### src/rtl/vp_pkg.sv
// Shared types and constants for the vp video pipeline stages.
// Pixel is {R,G,B}; every stage adds VP_LATENCY clocks.
package vp_pkg;
   typedef logic [23:0] pixel_t;

   localparam int     VP_X_W     = 11;
   localparam int     VP_Y_W     = 11;
   localparam int     VP_LATENCY = 2;
   localparam pixel_t COLOR_RED  = 24'hFF0000;

   function automatic logic is_fg(
      input pixel_t     p,
      input logic [7:0] th
   );
      return p[23:16] >= th;
   endfunction
endpackage

### src/rtl/vp_pos_counter.sv
// de/vsync edge detect and saturating pixel position counters.
// x/y describe the pixel registered in the same cycle (stage 1).
module vp_pos_counter
   import vp_pkg::*;
#(
   parameter int X_W = VP_X_W,
   parameter int Y_W = VP_Y_W
) (
   input  logic           clk,
   input  logic           rst,
   input  logic           de,
   input  logic           vsync,
   output logic [X_W-1:0] x,
   output logic [Y_W-1:0] y,
   output logic           de_q,
   output logic           vs_q,
   output logic           frame_end
);

   logic line_start;
   logic line_end;
   logic vs_rise;

   assign line_start = de & ~de_q;
   assign line_end   = ~de & de_q;
   assign vs_rise    = vsync & ~vs_q;

   always_ff @(posedge clk) begin
      if (rst) begin
         x         <= '0;
         y         <= '0;
         de_q      <= 1'b0;
         vs_q      <= 1'b0;
         frame_end <= 1'b0;
      end else begin
         de_q      <= de;
         vs_q      <= vsync;
         frame_end <= vs_rise;
         if (line_start)
            x <= '0;
         else if (de && x != '1)
            x <= x + 1'b1;
         else if (line_end)
            x <= '0;
         if (vs_rise)
            y <= '0;
         else if (line_end && y != '1)
            y <= y + 1'b1;
      end
   end

endmodule

### src/rtl/bbox_overlay.sv
// Foreground bounding-box tracker; draws last frame's box on this one.
// Optional BBOX_CROSSHAIR_EN adds a centre crosshair inside the box.
module bbox_overlay
   import vp_pkg::*;
#(
   parameter int         X_W       = VP_X_W,
   parameter int         Y_W       = VP_Y_W,
   parameter logic [7:0] FG_THRESH = 8'd128,
   parameter pixel_t     BOX_COLOR = COLOR_RED
) (
   input  logic   clk,
   input  logic   rst,
   input  logic   de,
   input  logic   hsync,
   input  logic   vsync,
   input  pixel_t pixel_in,
   output logic   de_out,
   output logic   hsync_out,
   output logic   vsync_out,
   output pixel_t pixel_out
);

   logic [X_W-1:0] x;
   logic [Y_W-1:0] y;
   logic           de1;
   logic           vs1;
   logic           hs1;
   logic           frame_end;
   pixel_t         pix1;

   vp_pos_counter #(
      .X_W (X_W),
      .Y_W (Y_W)
   ) u_pos (
      .clk       (clk),
      .rst       (rst),
      .de        (de),
      .vsync     (vsync),
      .x         (x),
      .y         (y),
      .de_q      (de1),
      .vs_q      (vs1),
      .frame_end (frame_end)
   );

   always_ff @(posedge clk) begin
      if (rst) begin
         pix1 <= '0;
         hs1  <= 1'b0;
      end else begin
         pix1 <= pixel_in;
         hs1  <= hsync;
      end
   end

   logic [X_W-1:0] xmin, xmax, nxmin, nxmax;
   logic [Y_W-1:0] ymin, ymax, nymin, nymax;
   logic           found, nfound;
   logic           fg;

   assign fg = de1 & is_fg(pix1, FG_THRESH);

   always_comb begin
      nxmin  = xmin;
      nxmax  = xmax;
      nymin  = ymin;
      nymax  = ymax;
      nfound = found;
      if (fg) begin
         nxmin  = (x < xmin) ? x : xmin;
         nxmax  = (x > xmax) ? x : xmax;
         nymin  = (y < ymin) ? y : ymin;
         nymax  = (y > ymax) ? y : ymax;
         nfound = 1'b1;
      end
   end

   logic [X_W-1:0] bxmin, bxmax;
   logic [Y_W-1:0] bymin, bymax;
   logic           box_vld;

   // A pixel arriving with the frame-end pulse closes out the old frame.
   always_ff @(posedge clk) begin
      if (rst || frame_end) begin
         xmin  <= '1;
         xmax  <= '0;
         ymin  <= '1;
         ymax  <= '0;
         found <= 1'b0;
      end else begin
         xmin  <= nxmin;
         xmax  <= nxmax;
         ymin  <= nymin;
         ymax  <= nymax;
         found <= nfound;
      end
   end

   always_ff @(posedge clk) begin
      if (rst) begin
         bxmin   <= '0;
         bxmax   <= '0;
         bymin   <= '0;
         bymax   <= '0;
         box_vld <= 1'b0;
      end else if (frame_end) begin
         box_vld <= nfound;
         if (nfound) begin
            bxmin <= nxmin;
            bxmax <= nxmax;
            bymin <= nymin;
            bymax <= nymax;
         end
      end
   end

   logic in_x, in_y, on_x, on_y;
   logic mark;

   assign in_x = (x >= bxmin) && (x <= bxmax);
   assign in_y = (y >= bymin) && (y <= bymax);
   assign on_x = (x == bxmin) || (x == bxmax);
   assign on_y = (y == bymin) || (y == bymax);

`ifdef BBOX_CROSSHAIR_EN
   logic [X_W-1:0] cx;
   logic [Y_W-1:0] cy;
   logic [X_W:0]   xsum;
   logic [Y_W:0]   ysum;

   assign xsum = {1'b0, nxmin} + {1'b0, nxmax};
   assign ysum = {1'b0, nymin} + {1'b0, nymax};

   always_ff @(posedge clk) begin
      if (rst) begin
         cx <= '0;
         cy <= '0;
      end else if (frame_end && nfound) begin
         cx <= xsum[X_W:1];
         cy <= ysum[Y_W:1];
      end
   end

   assign mark = box_vld & de1 &
                 ((on_x & in_y) | (on_y & in_x) |
                  ((x == cx) & in_y) | ((y == cy) & in_x));
`else
   assign mark = box_vld & de1 &
                 ((on_x & in_y) | (on_y & in_x));
`endif

   always_ff @(posedge clk) begin
      if (rst) begin
         de_out    <= 1'b0;
         hsync_out <= 1'b0;
         vsync_out <= 1'b0;
         pixel_out <= '0;
      end else begin
         de_out    <= de1;
         hsync_out <= hs1;
         vsync_out <= vs1;
         pixel_out <= mark ? BOX_COLOR : pix1;
      end
   end

endmodule

### config.mk
export PLATFORM = sky130hd
export DESIGN_NAME = bbox_overlay
export DESIGN_NICKNAME = d
export VERILOG_FILES = /design/src/rtl/vp_pkg.sv /design/src/rtl/vp_pos_counter.sv /design/src/rtl/bbox_overlay.sv
export SDC_FILE = /design/constraint.sdc
export NUM_CORES = 1
export LEC_CHECK = 0
export CAP_MARGIN = 20
export CORE_ASPECT_RATIO = 0.75
export CORE_MARGIN = 2
export CORE_UTILIZATION = 59
export CTS_CLUSTER_DIAMETER = 30
export DETAILED_ROUTE_END_ITERATION = 8
export PLACE_DENSITY = 0.86
export SYNTH_ARGS = -nofsm -noshare
export SYNTH_HDL_FRONTEND = slang
export SYNTH_SLANG_ARGS = --single-unit
### constraint.sdc
create_clock -name clk -period 4.25 [get_ports clk]
set_input_delay 0.6375 -clock clk [delete_from_list [all_inputs] [get_ports clk]]
set_output_delay 0.6375 -clock clk [all_outputs]
set_load 0.02 [all_outputs]
==> key figures <==
Status
  • Outcome: complete, no violations

Power
  • Worst-case vdd ir drop: 0.2982 mV
  • Leakage: 3.945 nW
  • Total power draw: 0.003442 W
  • Pwr/cell area: 379.9 mW/mm^2

Finish
  • Filler-free cell count of the finished design: 1085
  • Layout area overhead: 17.11%
  • # diodes: 0
  • Top Registers: pix1 (24), pixel_out (24)
  • Nets@finish: 1018
  • Fraction of layout cells with a size suffix above 1: 7.768%
  • Finished Cell Area: 0.009060 mm^2

Placed design
  • Placed cell area: 0.008427 mm^2
  • Port Buf Inserts: 55
  • HPWL after detailed placement: 12060 um
  • GPL Wtd Cong: 0.8948
  • Placed Cells: 1052

Synthesis
  • Syn. warnings: 0
  • Synth cell types: 55
  • Main synth FF type: dfxtp_1
  • Syn nets: 962
  • Seq cells post-synth: 167
  • Post-Syn Area: 0.007736 mm^2
  • Largest area contributor in the netlist: dfxtp_1
  • Syn Inst Count: 845
  • Register area share after synthesis: 43.22%
  • Commonest cells post-synth: dfxtp_1, inv_1, nand2_1, ha_1, o21ai_0
  • Count leader, synth: dfxtp_1
  • Synth top area cells: dfxtp_1, ha_1, mux2i_1
  • Asr flop ratio synth: 0%
  • Proportion of netlist area held by the largest area contributor: 43.22%
  • Number of flops mapped to enable cells by yosys: 0
  • Mean post-synth cell area: 9.155 um^2

Worst setup path
  • Worst EP arrival: 3.37 ns
  • Critical Path End Type: flip-flop
  • Critical path class: flip-flop to flip-flop
  • Cell Chain, Critical Path: inv_1 -> ha_1 -> nor2b_1 -> o21ai_0 -> a221oi_1 -> a211oi_1 -> a311oi_2 -> and2_2
  • Crit path max fanout: 16
  • WP buf/inv: 1
  • Delay-heaviest family, CP: compound AO/OA/AOI/OAI gates
  • Crit path largest cell delay: 0.92 ns
  • CP Data Required Time: 4.63 ns
  • CP startpoint kind: flip-flop
  • CP max stage cell: a311oi_2

Timing
  • RSZ-0062 raised after global routing: false
  • Hold Slack: 0.4415 ns
  • Setup TNS: 0 ns
  • Clock Skew: 0.01184 ns
  • Worst slew pin tran: 1.026 ns
  • F_max: 335.1 MHz
  • Crit share post-route: 70.21%
  • Final Hold Fails: 0
  • Final setup vio count: 0
  • Final Max Tran Viols: 0
  • Crit path time final: 2.984 ns
  • Max_slew headroom: 31.60%

CTS
  • CTS H-tree lvls: 4
  • Clk_lat worst skew: 0.44 ns
  • TritonCTS clock tree: yes
  • CTS sink cnt: 167
  • Root buffer cell: clkbuf_16
  • Setup Buffers After CTS: 0
  • Maximum buffer depth of the clock tree: 2
  • Clock transition at the registers of the reported paths: 0.07 ns
  • Cts repair resizes: 0
  • Hold Buf Count CTS: 0
  • Num CTS Buffers: 17

Floorplanning
  • Chip Height: 103.2 um
  • Core area: 0.01288 mm^2
  • Die X: 136.2 um
  • Die area: 0.01405 mm^2
  • Starting density of the core: 60.05%
  • Cell Rows: 36
  • IO Pins: 56

Hold path
  • Hold WC Path Type: flip-flop to flip-flop

Detailed routing
  • WL/cell: 16.05 um
  • Starting DRT DRC Count: 401
  • Initial DRT Pass Iterations: 5
  • Post-DRT Antenna Nets: 0
  • DRC: 0
  • Via density: 5.480
  • Total Routed Length: 17410 um
  • Via count of the routed design: 5946

GRT
  • Largest net degree at the start of global routing: 52
  • First-pass GRT wire length: 27940 um
  • Number of global-route vias before repair: 5685
  • Total global-route track usage: 26.12%
  • GR Overflow Total: 0
  • Antenna violations before repair: 1

Flow run
  • Maxcap violations: 0
worst reg2reg max path, delay by kind of cell, from the launching register on:
kind | cells | cell delay (ns)
compound gates | 4 | 1.61
flops | 1 | 0.47
simple gates | 2 | 0.39
fa+ha+maj | 1 | 0.32
buf+inv | 1 | 0.13
final timing paths:
kind | from | endpoint | slack, ns | cells after the start
worst min register to register | pix1[3] | pixel_out[3] | 0.44 | 1
worst min-delay path | pix1[3] | pixel_out[3] | 0.44 | 1
worst max-delay path | u_pos.y[0] | pixel_out[0] | 1.27 | 8
worst max register to register | u_pos.y[0] | pixel_out[0] | 1.27 | 8
cells by family after synthesis:
family | after synthesis | synth area share [%]
flip-flops | 167 | 43.22
AO/OA/AOI/OAI | 143 | 11.43
AND/OR/NAND/NOR | 269 | 17.52
multiplexers | 45 | 5.822
adder cells (fa/ha/maj) | 88 | 14.23
XOR/XNOR | 15 | 1.698
buffers and inverters | 118 | 6.081
cell type report:
| cell class | instances | area, um^2 |
|---|---|---|
| sequential | 167 | 3343 |
| clock inverter | 15 | 180.2 |
| tap | 171 | 214.0 |
| timing repair buffer | 62 | 618.1 |
| fill | 967 | 3822 |
| multi-input combinational | 560 | 3930 |
| inverter | 93 | 349.1 |
| clock buffer | 17 | 425.4 |
cell usage in the layout (no fill, tap or decap), types with 3 or more instances in the layout:
master	instances
and3_1	7
nor2b_1	37
a211oi_1	8
xnor2_1	4
nand4_1	10
buf_4	6
a21o_1	3
o211ai_1	4
a21oi_1	36
xor2_1	11
ha_1	88
nor3_1	4
inv_1	93
inv_6	4
o21ai_1	4
and2_2	6
nand2b_1	3
nand3b_1	3
mux2i_1	45
and2_4	10
nand2_1	91
clkdlybuf4s50_1	54
nor2_1	62
and4_1	3
and2_1	3
dfxtp_1	167
inv_8	6
clkbuf_16	17
o21ai_0	69
o21a_1	3
nand3_1	15
where the power goes:
group	switching (W)	internal (W)	leakage [nW]	total [W]
Combinational	0.000121	0.000100	2.28	0.000221
Clock	0.000706	0.000893	0.300	0.00160
Sequential	0.0000187	0.00160	1.36	0.00162
metal layers:
layer	global-route usage, %	vias up	routed length [um]
li1	-	2948	-
met1	34.46	2790	8180
met2	40.20	182	7518
met3	8.456	26	1383
met4	9.936	0	331
met5	0	-	0
through the flow:
stage	worst slack (ns)	util, %
floorplan	2.070	-
CTS	1.308	70.11
finish	1.266	70.33
detailed placement	1.315	65.41
global placement	1.363	65.41
global route	1.048	70.33
Power figures use the tool's default switching activity.
==> variant: new RTL, config.mk and constraints unchanged <==
The package constant `VP_X_W` goes from 11 to 22.
--- a/src/rtl/vp_pkg.sv
+++ b/src/rtl/vp_pkg.sv
@@ -5,3 +5,3 @@
 
-   localparam int     VP_X_W     = 11;
+   localparam int     VP_X_W     = 22;
    localparam int     VP_Y_W     = 11;
Formal check against the unedited RTL: same outputs for any inputs over 4 cycles, from zero or initial values and one cycle with rst high; that may be too few to reach the edited logic, so the function may still have changed.
==> variant against the original RTL <==
- synthesized area is 43% higher
- power is 60% higher
- sequential share of layout area is 2.7 points lower
- design area grew 43%
- routed wire length rose by 57%
- core utilization grew 0.32 points
- maximum frequency is 7.3% lower
- final cell count is 44% higher
- sequential cell count is 55 higher
- setup slack worse by 0.23 ns
- via count rose by 51%
- largest power group is now the clock network
==> variant: results (changes against the original RTL) <==
| Metric | Value |
|---|---|
| Clock tree buffer depth | 3 (was 2) |
| R2r startpoint | u_pos.x[1]$_SDFFE_PP0P_ (was u_pos.y[0]$_SDFFE_PP0P_) |
| Synth top cells by count | dfxtp_1, inv_1, nand2_1 (unchanged) |
| R2R Path End | u_pos.x[2]$_SDFFE_PP0P_ (was pixel_out[0]$_SDFF_PP0_) |
| Drt first-iter violations | 800 (was 401) |
| Post-synth cell types | 68 (was 55) |
| Synth top area cells | dfxtp_1, ha_1, mux2i_1 (unchanged) |
| Relative slew slack | 45.5% (was 31.6%) |
| RePlAce Congestion | 0.919 (was 0.895) |
| H-tree depth | 2 (was 4) |
| Via density per instance | 5.74 (was 5.48) |
| First-pass iteration count of the detailed router | 6 (was 5) |
| Post-DP HPWL | 17,600 um (was 12,100 um) |
| Status | complete, no violations (unchanged) |
| VDD IR max | 0.335 mV (was 0.298 mV) |
| Share of cells above drive strength 1 | 8.28% (was 7.77%) |
| WL/cell | 17.5 um (was 16.0 um) |
| CP Max Fanout | 12 (was 16) |
| Pin count of the biggest net entering global routing | 67 (was 52) |
| Detailed-route via count | 8,978 (was 5,946) |
| Placed cell area | 11,700 um2 (was 8430 um2) |
| Sequential element share of the synthesized area | 40.3% (was 43.2%) |
| Avg Synthesized Cell Area | 8.92 um2 (was 9.16 um2) |
| PortBufs | 55 (unchanged) |
| Hold Crit Start | pix1[18]$_SDFF_PP0_ (was pix1[3]$_SDFF_PP0_) |
| LEAKAGE | 0.00560 uW (was 0.00394 uW) |
| Synth Net Count | 1,398 (was 962) |
| Hold endpoint | pixel_out[18]$_SDFF_PP0_ (was pixel_out[3]$_SDFF_PP0_) |
| Fin util | 70.6% (was 70.3%) |
| CTS Buf Count | 37 (was 17) |
| R2r setup slk | 1.03 ns (was 1.27 ns) |
| # fillers | 1,270 (was 967) |
| Clock Latency Late Sink | 0.52 ns (was 0.44 ns) |
| Hold path depth | 2 (was 1) |
| Initial antenna violation count | 0 (was 1) |
| First-pass GRT wire length | 44,000 um (was 27,900 um) |
| Clock slew at reported path FFs | 0.06 ns |
| GRT Overall Usage | 27.7% (was 26.1%) |
| Nets | 1,452 (was 1,018) |
| Number of global-route vias before repair | 8,802 (was 5,685) |
variant: layout make-up:
class	count	area share [%]
Inverter	142	4.10
Multi-Input combinational cell	824	44.6
Sequential cell	222	34.2
Timing Repair Buffer	64	4.72
Clock inverter	20	2.18
Clock buffer	45	7.82
Tap cell	247	2.38
variant: per-layer routing:
layer  wire length (um)  track usage, %
met5                  0               0
met4                639            9.85
met3               2360            6.66
met2              12500            45.4
met1              11800            36.1
variant: worst max path at each step:
stage	from	end	slack, ns
floorplan	u_pos.y[2]$_SDFFE_PP0P_	pixel_out[10]$_SDFF_PP0_	1.89
global placement	u_pos.x[20]$_SDFFE_PP0P_	bxmax[7]$_SDFFE_PP0P_	1.34
detailed placement	u_pos.x[1]$_SDFFE_PP0P_	u_pos.x[2]$_SDFFE_PP0P_	1.23
CTS	u_pos.x[1]$_SDFFE_PP0P_	u_pos.x[2]$_SDFFE_PP0P_	1.19
global route	u_pos.x[1]$_SDFFE_PP0P_	u_pos.x[2]$_SDFFE_PP0P_	0.92
finish	u_pos.x[1]$_SDFFE_PP0P_	u_pos.x[2]$_SDFFE_PP0P_	1.03
variant: logic make-up after synthesis:
kind of cell,Yosys count,share of synthesized area (%)
fa+ha+maj,132,15.0
xor+xnor,11,0.873
flops,222,40.3
buf+inv,191,7.33
compound gates,242,13.5
simple gates,372,17.0
mux,67,6.08
variant: report_power, final:
| part | switching (uW) | internal [uW] |
|---|---|---|
| Clock | 1030 | 2070 |
| Sequential | 21.6 | 2130 |
| Combinational | 156 | 108 |
| Total | 1210 | 4300 |
variant: worst max-delay path, cell delays in order, from the launching register on:
cell and delay, ns:
dfxtp_1 0.58, ha_1 0.34, nand4_2 0.16, nor4_4 0.51, nand4_2 0.40, o21bai_2 0.31
and2b_1 0.49, o21ai_1 0.19, o31ai_1 0.12
variant: stage by stage:
step	hold slack [ns]	total power, uW	worst slack, ns
after global placement	0.408	2440	1.34
after global routing	0.450	5660	0.915
after CTS	0.437	5540	1.19
after floorplan	0.406	2350	1.89
final	0.430	5510	1.03
after detailed placement	0.415	2440	1.23
